### src/rtl/regfile_hazard_ctrl.sv
// Issue/stall controller for an in-order pipeline: register scoreboard for RAW/WAW
// interlocks, a single multi-cycle divide unit tracker and a saturating stall counter.
//
// state  | meaning
// S_IDLE | divide unit free; a divide may issue
// S_BUSY | divide in flight; div_cnt counts down to completion
module regfile_hazard_ctrl #(
    parameter int DIV_LATENCY = 33
) (
    input  logic        clk,
    input  logic        rst_n,
    input  logic        id_valid,
    input  logic [4:0]  id_rs1,
    input  logic [4:0]  id_rs2,
    input  logic        id_uses_rs1,
    input  logic        id_uses_rs2,
    input  logic [4:0]  id_rd,
    input  logic        id_reg_write,
    input  logic        id_is_div,
    input  logic        ex_redirect,
    input  logic        wb_reg_write,
    input  logic [4:0]  wb_rd,
    output logic        issue,
    output logic        stall,
    output logic        flush_id,
    output logic        bubble_ex,
    output logic        div_start,
    output logic        div_busy,
    output logic        div_done,
    output logic [31:0] stall_cycles
);

    typedef enum logic {
        S_IDLE,
        S_BUSY
    } div_state_e;

    div_state_e  state_q, state_d;
    logic [5:0]  div_cnt_q, div_cnt_d;
    logic [31:0] sb_q, sb_d;
    logic [31:0] stall_cnt_q, stall_cnt_d;
    logic        run_q;
    logic        raw, waw, struct_haz;

    // run_q rises on the first edge after reset release, so state first moves on the second.
    always_ff @(posedge clk or negedge rst_n) begin
        if (!rst_n) run_q <= 1'b0;
        else        run_q <= 1'b1;
    end

    always_comb begin
        raw = id_valid & ((id_uses_rs1 & (id_rs1 != 5'd0) & sb_q[id_rs1]) |
                          (id_uses_rs2 & (id_rs2 != 5'd0) & sb_q[id_rs2]));
        waw = id_valid & id_reg_write & (id_rd != 5'd0) & sb_q[id_rd];
        struct_haz = id_valid & id_is_div & div_busy;
    end

    assign div_busy     = (state_q == S_BUSY);
    assign div_done     = div_busy & (div_cnt_q == 6'd1);
    assign issue        = run_q & id_valid & ~raw & ~waw & ~struct_haz & ~ex_redirect;
    assign stall        = run_q & id_valid & (raw | waw | struct_haz) & ~ex_redirect;
    assign flush_id     = ex_redirect;
    assign bubble_ex    = ~issue;
    assign div_start    = issue & id_is_div & (state_q == S_IDLE);
    assign stall_cycles = stall_cnt_q;

    always_comb begin
        state_d   = state_q;
        div_cnt_d = div_cnt_q;
        case (state_q)
            S_IDLE: begin
                if (div_start) begin
                    div_cnt_d = 6'(DIV_LATENCY);
                    state_d   = S_BUSY;
                end
            end
            S_BUSY: begin
                if (div_cnt_q == 6'd1) begin
                    div_cnt_d = 6'd0;
                    state_d   = S_IDLE;
                end else begin
                    div_cnt_d = div_cnt_q - 6'd1;
                end
            end
            default: begin
                state_d   = S_IDLE;
                div_cnt_d = 6'd0;
            end
        endcase
    end

    // Clear is applied before set so an issuing writer wins over a same-index writeback.
    always_comb begin
        sb_d = sb_q;
        if (wb_reg_write) sb_d[wb_rd] = 1'b0;
        if (issue && id_reg_write) sb_d[id_rd] = 1'b1;
        sb_d[0] = 1'b0;
    end

    always_comb begin
        stall_cnt_d = stall_cnt_q;
        if (stall && (stall_cnt_q != 32'hFFFF_FFFF)) stall_cnt_d = stall_cnt_q + 32'd1;
    end

    always_ff @(posedge clk or negedge rst_n) begin
        if (!rst_n) begin
            state_q     <= S_IDLE;
            div_cnt_q   <= 6'd0;
            sb_q        <= 32'd0;
            stall_cnt_q <= 32'd0;
        end else if (run_q) begin
            state_q     <= state_d;
            div_cnt_q   <= div_cnt_d;
            sb_q        <= sb_d;
            stall_cnt_q <= stall_cnt_d;
        end
    end

endmodule

### config.mk
export PLATFORM = sky130hd
export DESIGN_NAME = regfile_hazard_ctrl
export DESIGN_NICKNAME = d
export VERILOG_FILES = /design/src/rtl/regfile_hazard_ctrl.sv
export SDC_FILE = /design/constraint.sdc
export NUM_CORES = 1
export LEC_CHECK = 0
export ABC_AREA = 1
export BUFFER_PORTS_ARGS = -buffer_cell sky130_fd_sc_hd__buf_2
export CAP_MARGIN = 5
export CORE_MARGIN = 4
export CORE_UTILIZATION = 50
export DETAILED_ROUTE_END_ITERATION = 7
export PLACE_DENSITY = 0.68
export RECOVER_POWER = 100
export SLEW_MARGIN = 20
export SYNTH_ARGS = -nofsm -noshare
export SYNTH_HDL_FRONTEND = slang
export SYNTH_SLANG_ARGS = --single-unit
export TNS_END_PERCENT = 1
### constraint.sdc
create_clock -name clk -period 5.4 [get_ports clk]
set_input_delay 0.54 -clock clk [delete_from_list [all_inputs] [get_ports clk]]
set_output_delay 0.54 -clock clk [all_outputs]
set_load 0.03 [all_outputs]
==> results of run 1 <==
==> metrics by stage <==
| step | hold WS, ps | cells | util (%) |
|---|---|---|---|
| after floorplan | 244 | 803 | - |
| after global placement | 483 | 978 | 55.8 |
| after detailed placement | 494 | 978 | 55.8 |
| after CTS | 437 | 994 | 57.8 |
| after global routing | 471 | 994 | 56.4 |
| final | 402 | 994 | 56.4 |
==> worst max-delay path, cell delays in order <==
cell      delay (ps)
clkbuf_1         690
inv_1            450
nand2_1          170
nand2_1           60
nand2_1           60
nand2_1           60
nand2_1           50
nand2_1           50
nor2_1            90
nand2_1          110
nand2_1           80
nand2_1           40
nor2_1           100
nand4_1          330
inv_1            130
clkbuf_1         320
==> routing by layer <==
layer / up-vias / part of all wire, % / global-route usage [%]
li1: 2703 / - / -
met1: 2566 / 47 / 42.5
met2: 258 / 42 / 39.9
met3: 25 / 9.4 / 4.11
met4: 0 / 1.3 / 6.32
met5: - / 0 / 0
==> final timing paths <==
| check | startpoint | end | slack (ps) | cells past startpoint |
|---|---|---|---|---|
| max | id_rd[0] | div_start | 1510 | 16 |
| min | rst_n | sb_q[14]$_DFFE_PN0P_ | 400 | 2 |
| max reg2reg | stall_cycles[0]$_DFFE_PN0P_ | stall_cycles[2]$_DFFE_PN0P_ | 1960 | 11 |
| min reg2reg | stall_cycles[31]$_DFFE_PN0P_ | stall_cycles[31]$_DFFE_PN0P_ | 520 | 2 |
| max in group asynchronous | rst_n | stall_cycles[14]$_DFFE_PN0P_ | 4400 | 2 |
| min in group clk | stall_cycles[31]$_DFFE_PN0P_ | stall_cycles[31]$_DFFE_PN0P_ | 520 | 2 |
==> cell families after synthesis <==
kind of cell | Yosys count | synth area share, %
AND/OR/NAND/NOR | 506 | 41.0
adder cells (fa/ha/maj) | 3 | 0.723
AO/OA/AOI/OAI | 83 | 9.81
XOR/XNOR | 33 | 5.57
flip-flops | 71 | 34.2
buffers and inverters | 106 | 8.58
other | 1 | 0.0723
==> sequential cells by signal (all words and copies together), names as in the netlist <==
register and cells:
sb_q 31, stall_cycles 32, run_q 1, div_busy 1, div_cnt_q 6
==> layout make-up <==
cell class | count | area, sq um
clock buffer | 11 | 141
clock inverter | 5 | 57.6
fill | 1057 | 4340
inverter | 80 | 300
multi-input combinational | 626 | 2880
sequential | 71 | 1780
tap | 133 | 166
timing repair buffer | 68 | 293
==> power groups by stage <==
| stage | clock [uW] | combinational, uW | sequential [uW] |
|---|---|---|---|
| 2_1_floorplan | 0 | 235 | 651 |
| 3_3_place_gp | 0 | 347 | 634 |
| 3_5_place_dp | 0 | 358 | 637 |
| 4_1_cts | 446 | 360 | 626 |
| 5_1_grt | 471 | 395 | 634 |
| 6_report | 437 | 347 | 628 |
==> cells in the mapped netlist <==
master | n | share of area [%]
nand4_1 | 7 | 0.84
a21boi_2 | 1 | 0.22
a21oi_1 | 9 | 0.87
nor2_1 | 55 | 4.0
clkbuf_1 | 7 | 0.51
o21ai_0 | 48 | 4.6
inv_2 | 3 | 0.22
conb_1 | 1 | 0.072
buf_6 | 3 | 0.65
xnor2_1 | 7 | 1.2
nand3_2 | 1 | 0.19
nand2_2 | 2 | 0.24
nand2_1 | 300 | 22
o211ai_1 | 5 | 0.72
nor2_2 | 1 | 0.12
nor3_1 | 30 | 2.9
clkinv_1 | 1 | 0.072
or2_2 | 1 | 0.12
nand4_2 | 1 | 0.24
xor2_1 | 26 | 4.4
buf_2 | 14 | 1.4
ha_1 | 3 | 0.72
inv_1 | 76 | 5.5
nor4_1 | 11 | 1.3
buf_4 | 2 | 0.29
o21ai_2 | 20 | 3.4
dfrtp_1 | 71 | 34
nand3_1 | 97 | 9.4
==> reports/results.tsv, run 1 <==
stage	metric	value	unit
cts	# clock sinks	71	
cts	Setup Buffers After CTS	0	
route	vias per cell	5.59	
job	max-cap violations	0	
route	DR vias	5552	
cells_and_area	layout cells sized above 1	5.57	%
cts	post-cts sizing count	0	
cts	H-tree depth	3	
sta	final slew viol count	0	
sta	final hold violation count	0	
floorplanning	Die Y	110	um
route	DRC errors left	0	
global_routing	largest net degree at the start of global routing	72	
cells_and_area	fin nets	888	
setup_path	Worst EP arrival	3350	ps
cts	hold buffer count at CTS	0	
floorplanning	IO Count	68	
power	Pwr Total	1410	uW
logic_synthesis	distinct cell type count after synthesis	28	
cts	root buf cell	clkbuf_8	
cts	Inserted Clock Buffers	9	
power	Gate power share	24.6	%
logic_synthesis	sequential share of the synthesized area	34.2	%
cells_and_area	Finished Cell Area	5610	sq um
logic_synthesis	Avg Inst Size Synth	6.46	sq um
setup_path	Worst EP required	4860	ps
cells_and_area	most frequent cells in the layout	nand2_1, nand3_1, inv_1	
placement	Post-Place Setup Slack	2020	ps
cts	clk slew on worst S/H paths	80	ps
cts	Skew-Pair Late Insertion Delay	350	ps
floorplanning	Initial Utilization	52.1	%
setup_path	crit path kind	input pin to primary output	
sta	Setup WS post-layout	1510	ps
global_routing	GR Util All Layers	27.4	%
outcome	status	completed	
setup_path	CP Launch Type	input pin	
sta	Period minus WS final	3890	ps
global_routing	vias in the first global route	5013	
power	Clk pwr share	30.9	%
route	DRT Pass-1 Iters	6	
sta	setup TNS	0	ps
power	Pint	908	uW
floorplanning	Site Rows	36	
route	overall routed net length	15.9	mm
power	Pwr per Cell Area	252	nW/um^2
power	Lkg Pwr	0.00280	uW
global_routing	initial antenna violation count	0	
placement	Port Buffers	67	
logic_synthesis	Synth Warn #	0	
sta	RSZ-0062 raised after global routing	no	
power	peak supply drop	0.207	mV
power	switching power	504	uW
floorplanning	Die W	110	um
placement	Placed Area	5550	sq um
route	routed wire length per instance	16.0	um
power	register share of total power	44.5	%
floorplanning	overall die area	12100	sq um
floorplanning	Core Box Area	9950	sq um
cts	CTS tree	built	
route	drt initial violations	799	
sta	Peak Freq	0.257	GHz
sta	final setup fails	0	
placement	Final Wtd Congestion	0.979	
sta	fin crit share	72.0	%
route	Post-DRT Antenna Nets	0	
logic_synthesis	flops & latches, synth	71	
sta	Worst-Margin Slew	1030	ps
global_routing	first-pass GRT wire length	25.6	mm
placement	hpwl dp	11.8	mm
sta	Worst Clk Skew	9.70	ps
setup_path	Crit. End Element	primary output	
sta	Max-slew headroom	31.1	%
min_path	worst hold path type	input pin to async pin	
cells_and_area	Ant. Diodes	0	
global_routing	GRT overflow	0	
logic_synthesis	Post-Synthesis Cell Area	5190	sq um
setup_path	peak fanout along the critical path	23	
logic_synthesis	synthesized instance count	803	
cells_and_area	Area growth syn-to-layout	8.17	%
cts	clock buffer depth	2	
cells_and_area	commonest non-fill, non-tap cell in the layout	nand2_1	
power	Sw Share	35.7	%
logic_synthesis	Mapped Nets	835	
(Power assumes the default switching activity.)
==> inputs of run 2 (changes only) <==
--- a/config.mk
+++ b/config.mk
@@ -5,13 +5,13 @@
 export SDC_FILE = /design/constraint.sdc
 export NUM_CORES = 1
 export LEC_CHECK = 0
-export ABC_AREA = 1
+export ABC_AREA = 0
 export BUFFER_PORTS_ARGS = -buffer_cell sky130_fd_sc_hd__buf_2
 export CAP_MARGIN = 5
 export CORE_MARGIN = 4
 export CORE_UTILIZATION = 50
 export DETAILED_ROUTE_END_ITERATION = 7
-export PLACE_DENSITY = 0.68
+export PLACE_DENSITY = 0.69
 export RECOVER_POWER = 100
 export SLEW_MARGIN = 20
 export SYNTH_ARGS = -nofsm -noshare
==> constraint.sdc (replaced) <==
create_clock -name clk -period 3.8 [get_ports clk]
set_input_delay 0.38 -clock clk [delete_from_list [all_inputs] [get_ports clk]]
set_output_delay 0.38 -clock clk [all_outputs]
set_load 0.03 [all_outputs]
==> run 2 against run 1 <==
Against the previous run: the run now ends with max-capacitance violations, max-slew violations left; largest power group unchanged; worst setup slack got worse by 1100 ps; critical path depth fell by 6; sequential power rose by 43%; clock skew rose by 3.5 ps; critical endpoint unchanged; critical path type is now register to primary output; area after synthesis fell by 16%; global-route usage fell by 4.2 points.
==> reports/results.tsv, run 2 <==
stage	metric	value	unit
logic_synthesis	Synth Warn #	0	
logic_synthesis	Post-synth EDFFs	0	
route	vias per cell	6.34	
route	drt initial violations	415	
cells_and_area	commonest non-fill, non-tap cell in the layout	dfrtp_1	
floorplanning	IO Count	68	
logic_synthesis	synth top area cells	dfrtp_1, mux2i_1, o31ai_1	
cts	clk slew on worst S/H paths	80	ps
cts	# clock sinks	71	
route	DRT Pass-1 Iters	5	
global_routing	largest net degree at the start of global routing	41	
setup_path	worst-path cell chain	mux4_2 > a2bb2oi_1 > a31oi_1 > o21ai_0 > and3_1 > a2111oi_4 > buf_4 > nand3_2 > inv_1 > clkbuf_2	
global_routing	initial antenna violation count	0	
sta	hold_ws	308	ps
sta	fin crit share	89.7	%
logic_synthesis	most common cell in the netlist	dfrtp_1	
job	max-cap violations	1	
logic_synthesis	synthesized instance count	445	
cells_and_area	Area growth syn-to-layout	11.3	%
global_routing	vias in the first global route	3598	
global_routing	GR Util All Layers	23.2	%
logic_synthesis	dominant cell type by area after synthesis	dfrtp_1	
cells_and_area	Largest register FFs	32	
cts	Setup Buffers After CTS	0	
sta	final slew viol count	33	
floorplanning	Initial Utilization	52.4	%
route	routed wire length per instance	18.9	um
placement	hpwl dp	8.28	mm
sta	Setup WS post-layout	391	ps
setup_path	Worst EP arrival	3030	ps
cts	post-cts sizing count	0	
power	Pwr per Cell Area	393	nW/um^2
route	DRC errors left	0	
floorplanning	Site Rows	33	
floorplanning	overall die area	10300	sq um
setup_path	Worst EP required	3420	ps
logic_synthesis	Most used DFF post-synth	dfrtp_1	
cells_and_area	fin nets	532	
setup_path	Crit. End Element	primary output	
setup_path	slowest CP cell	mux4_2	
power	Lkg Pwr	0.00213	uW
setup_path	delay-heaviest family, CP	compound AO/OA/AOI/OAI gates	
floorplanning	Core Box Area	8340	sq um
cells_and_area	Ant. Diodes	0	
setup_path	Slowest Stage Delay on Critical Path	480	ps
logic_synthesis	share of flip-flops with an asynchronous set or reset	100	%
cts	root buf cell	clkbuf_8	
route	Post-DRT Antenna Nets	0	
cts	H-tree depth	3	
setup_path	CP Launch Type	register	
logic_synthesis	Post-Synthesis Cell Area	4370	sq um
setup_path	crit path kind	register to primary output	
floorplanning	Die W	101	um
outcome	failing checks	max-capacitance violations, max-slew violations	
sta	Worst Clk Skew	13.2	ps
logic_synthesis	sequential share of the synthesized area	40.7	%
logic_synthesis	flops & latches, synth	71	
cts	clock buffer depth	2	
logic_synthesis	Synth top cells by count	dfrtp_1, o21ai_0, o31ai_1	
logic_synthesis	Synth top area share	40.7	%
route	DR vias	3868	
logic_synthesis	Avg Inst Size Synth	9.82	sq um
sta	Peak Freq	0.293	GHz
route	overall routed net length	11.5	mm
cts	hold buffer count at CTS	0	
outcome	status	finished with violations	
global_routing	GRT overflow	0	
logic_synthesis	distinct cell type count after synthesis	57	
setup_path	CP bufs+invs	3	
placement	Final Wtd Congestion	0.989	
power	peak supply drop	0.224	mV
cells_and_area	layout cells sized above 1	13.9	%
min_path	worst hold path type	input pin to register	
global_routing	first-pass GRT wire length	18.7	mm
cts	Skew-Pair Late Insertion Delay	350	ps
sta	Period minus WS final	3410	ps
logic_synthesis	Mapped Nets	477	
placement	Post-Place Setup Slack	511	ps
sta	final setup fails	0	
cells_and_area	most frequent cells in the layout	dfrtp_1, clkbuf_1, o21ai_0	
placement	Port Buffers	67	
sta	RSZ-0062 raised after global routing	no	
cts	CTS tree	built	
sta	Max-slew headroom	-16.8	%
sta	final hold violation count	0	
sta	setup TNS	0	ps
floorplanning	Die Y	101	um
sta	Worst-Margin Slew	1750	ps
setup_path	peak fanout along the critical path	34	
cts	Inserted Clock Buffers	9	
cells_and_area	Final Core Density	58.3	%
[run 2: cell types whose count changed in the layout (fill, tap and decap cells not counted), moves of 7 or more]
| cell | delta |
|---|---|
| nor2_1 | -34 |
| nand3b_1 | +8 |
| o31ai_1 | +31 |
| o21ai_0 | -29 |
| nand3_1 | -70 |
| nor3_1 | -7 |
| inv_1 | -70 |
| mux4_2 | +10 |
| nand2_1 | -276 |
| and3_1 | +7 |
| mux2i_1 | +28 |
[run 2: cells by family after synthesis]
group                      synth area share (%)
other                                    0.0859
adders and majority gates                 0.859
xor gates and xnor gates                   6.02
AOI/OAI and AO/OA                          14.2
buffers and inverters                      3.67
and+or+nand+nor                            21.9
DFF                                        40.7
muxes                                      12.6
[run 2: final timing paths]
path | slack [ps] | end | from | cells past startpoint
worst max-delay path | 390 | div_start | sb_q[12]$_DFFE_PN0P_ | 10
worst min-delay path | 310 | div_cnt_q[3]$_DFFE_PN0P_ | id_is_div | 2
worst max register to register | 910 | stall_cycles[13]$_DFFE_PN0P_ | sb_q[3]$_DFFE_PN0P_ | 9
worst min register to register | 490 | stall_cycles[13]$_DFFE_PN0P_ | stall_cycles[13]$_DFFE_PN0P_ | 1
max in group asynchronous | 1500 | sb_q[11]$_DFFE_PN0P_ | rst_n | 2
min in group asynchronous | 490 | stall_cycles[3]$_DFFE_PN0P_ | rst_n | 1
[run 2: layer usage]
layer	track usage, %	wire length [um]	up-vias
li1	-	-	1795
met1	35.3	5190	1859
met2	32.9	5070	189
met3	5.58	1060	25
met4	6.65	204	0
met5	0	0	-
[run 2: cell type report]
| type | count | area [sq um] |
|---|---|---|
| Clock buffer | 10 | 128 |
| Clock inverter | 6 | 67.6 |
| Fill cell | 753 | 3480 |
| Inverter | 8 | 30.0 |
| Multi-Input combinational cell | 339 | 2410 |
| Sequential cell | 71 | 1780 |
| Tap cell | 105 | 131 |
| Timing Repair Buffer | 71 | 314 |
[run 2: stage by stage]
stage / total power (uW) / cells / area [sq um]
detailed placement: 1320 / 594 / 4730
floorplan: 1190 / 445 / 4370
global route: 2010 / 610 / 4860
CTS: 1930 / 610 / 4930
finish: 1910 / 610 / 4860
global placement: 1310 / 594 / 4730
[run 2: worst register-to-register path, cell delays in order, from the launching register on]
cell and delay, ps:
dfrtp_1 440, mux2i_1 100, mux4_2 490, o21ai_0 160, a21oi_1 60, nor4_1 500, a2111oi_4 60, buf_4 260
or4_1 580, xnor2_1 140
[run 2: where the power goes]
group	total, uW	switching (uW)	internal [uW]
logic	398	251	146
clock network	616	309	307
registers	896	77.3	818
total	1910	638	1270
==> inputs of run 3 (changes only) <==
==> constraint.sdc (replaced) <==
create_clock -name clk -period 3.8 [get_ports clk]
set_input_delay 0.57 -clock clk [delete_from_list [all_inputs] [get_ports clk]]
set_output_delay 0.57 -clock clk [all_outputs]
set_load 0.03 [all_outputs]
==> run 3 against run 2 <==
Against the previous run: combinational power increased by 3%; clock power rose by 26%; final cell count up 0.33%; power grew 8.9%; largest power group unchanged; wire length increased by 4.5%; global-route usage rose by 1.0 points; worst setup slack worse by 58 ps; critical path type is now input pin to primary output; clock-buffer cell count decreased by 1; sequential power is essentially flat; register-to-register slack got worse by 70 ps; critical path depth is 1 higher; the run still ends with max-capacitance violations, max-slew violations left; cell area increased by 1.8%.
==> reports/results.tsv, run 3 (synthesis results as in run 2) <==
stage	metric	value	unit
cells_and_area	Area growth syn-to-layout	13.3	%
route	DRT Pass-1 Iters	6	
cells_and_area	most frequent cells in the layout	dfrtp_1, clkbuf_1, o21ai_0	
power	Lkg Pwr	0.00218	uW
route	vias per cell	6.40	
cts	clk slew on worst S/H paths	90	ps
min_path	worst hold path type	input pin to register	
global_routing	GRT overflow	0	
setup_path	CP Launch Type	input pin	
job	max-cap violations	1	
sta	Worst Clk Skew	11.9	ps
sta	Worst-Margin Slew	2090	ps
sta	Period minus WS final	3470	ps
setup_path	Worst EP required	3230	ps
sta	Setup WS post-layout	332	ps
global_routing	GR Util All Layers	24.2	%
floorplanning	Site Rows	33	
cells_and_area	Final Core Density	59.3	%
route	drt initial violations	250	
global_routing	vias in the first global route	3798	
sta	setup TNS	0	ps
placement	Post-Place Setup Slack	386	ps
cts	# clock sinks	71	
setup_path	Slowest Stage Delay on Critical Path	400	ps
floorplanning	Die Y	101	um
outcome	status	finished with violations	
sta	fin crit share	91.3	%
cells_and_area	Ant. Diodes	0	
sta	final hold violation count	0	
floorplanning	overall die area	10300	sq um
setup_path	worst-path cell chain	buf_2 > mux2i_1 > o22ai_1 > nor4_1 > o21ai_0 > o311a_1 > a2111oi_4 > buf_12 > nand3_1 > inv_1 > buf_2	
sta	RSZ-0062 raised after global routing	no	
floorplanning	Core Box Area	8340	sq um
route	DR vias	3916	
cts	H-tree depth	3	
setup_path	slowest CP cell	buf_2	
floorplanning	Die W	101	um
setup_path	Crit. End Element	primary output	
cts	post-cts sizing count	0	
route	Post-DRT Antenna Nets	0	
global_routing	initial antenna violation count	0	
floorplanning	Initial Utilization	52.4	%
sta	final slew viol count	37	
cts	Inserted Clock Buffers	9	
cts	clock buffer depth	2	
setup_path	Worst EP arrival	2900	ps
sta	Max-slew headroom	-39.6	%
floorplanning	IO Count	68	
setup_path	CP bufs+invs	4	
setup_path	delay-heaviest family, CP	buffers and inverters	
sta	final setup fails	0	
global_routing	largest net degree at the start of global routing	38	
power	peak supply drop	0.178	mV
sta	Peak Freq	0.288	GHz
sta	hold_ws	491	ps
cts	CTS tree	built	
cts	Setup Buffers After CTS	0	
power	Pwr Total	2080	uW
power	Pwr per Cell Area	420	nW/um^2
cells_and_area	commonest non-fill, non-tap cell in the layout	dfrtp_1	
route	DRC errors left	0	
cts	root buf cell	clkbuf_8	
placement	Final Wtd Congestion	0.992	
global_routing	first-pass GRT wire length	19.6	mm
cts	Skew-Pair Late Insertion Delay	350	ps
setup_path	peak fanout along the critical path	34	
outcome	failing checks	max-capacitance violations, max-slew violations	
cells_and_area	layout cells sized above 1	14.0	%
cells_and_area	fin nets	534	
placement	hpwl dp	8.58	mm
cells_and_area	Largest register FFs	32	
cts	hold buffer count at CTS	0	
placement	Port Buffers	67	
setup_path	r2r setup slk	840	ps
route	routed wire length per instance	19.7	um
route	overall routed net length	12.0	mm
setup_path	most frequent CP cell	buf_2	
setup_path	crit path kind	input pin to primary output	
run 3: area by class of cell:
type / count / area [sq um]
fillers: 759 / 3390
multi-input cells: 339 / 2410
flip-flops and latches: 71 / 1780
repair buffers: 73 / 350
well taps: 105 / 131
clock inverters: 7 / 128
clock buffers: 9 / 124
inverters: 8 / 30.0
run 3: final timing paths:
path / startpoint / end / depth (start not counted)
worst min-delay path: id_is_div / div_cnt_q[3]$_DFFE_PN0P_ / 2
min in group asynchronous: rst_n / sb_q[17]$_DFFE_PN0P_ / 1
worst max register to register: sb_q[8]$_DFFE_PN0P_ / sb_q[17]$_DFFE_PN0P_ / 9
worst max-delay path: id_rd[0] / div_start / 11
max in group asynchronous: rst_n / stall_cycles[25]$_DFFE_PN0P_ / 1
worst min register to register: stall_cycles[29]$_DFFE_PN0P_ / stall_cycles[29]$_DFFE_PN0P_ / 1
run 3: through the flow:
stage          area (sq um)  std cells
6_report               4950        612
3_3_place_gp           4770        596
2_1_floorplan          4370        445
5_1_grt                4950        612
4_1_cts                5030        612
3_5_place_dp           4770        596
run 3: worst register-to-register path: stages (launching register included):
cell and delay, ps:
dfrtp_1 450, mux4_2 480, a2bb2oi_1 140, a31oi_1 150, o21ai_1 70, and3_1 180, a2111oi_4 410, nand2_1 150
clkbuf_2 410, o31ai_1 410
run 3: per-layer routing:
metal	up-vias	GRT usage [%]	routed length, um
met5	-	0	0
met4	0	6.44	112
met3	12	5.92	1080
met2	187	35.1	5530
met1	1930	36.3	5310
li1	1787	-	-
run 3: report_power, final:
part / total (uW) / leakage (uW) / internal [uW] / switching, uW
sequential: 895 / 0.000959 / 818 / 77.0
combinational: 408 / 0.00110 / 155 / 253
clock: 776 / 0.000126 / 447 / 329
total: 2080 / 0.00218 / 1420 / 660
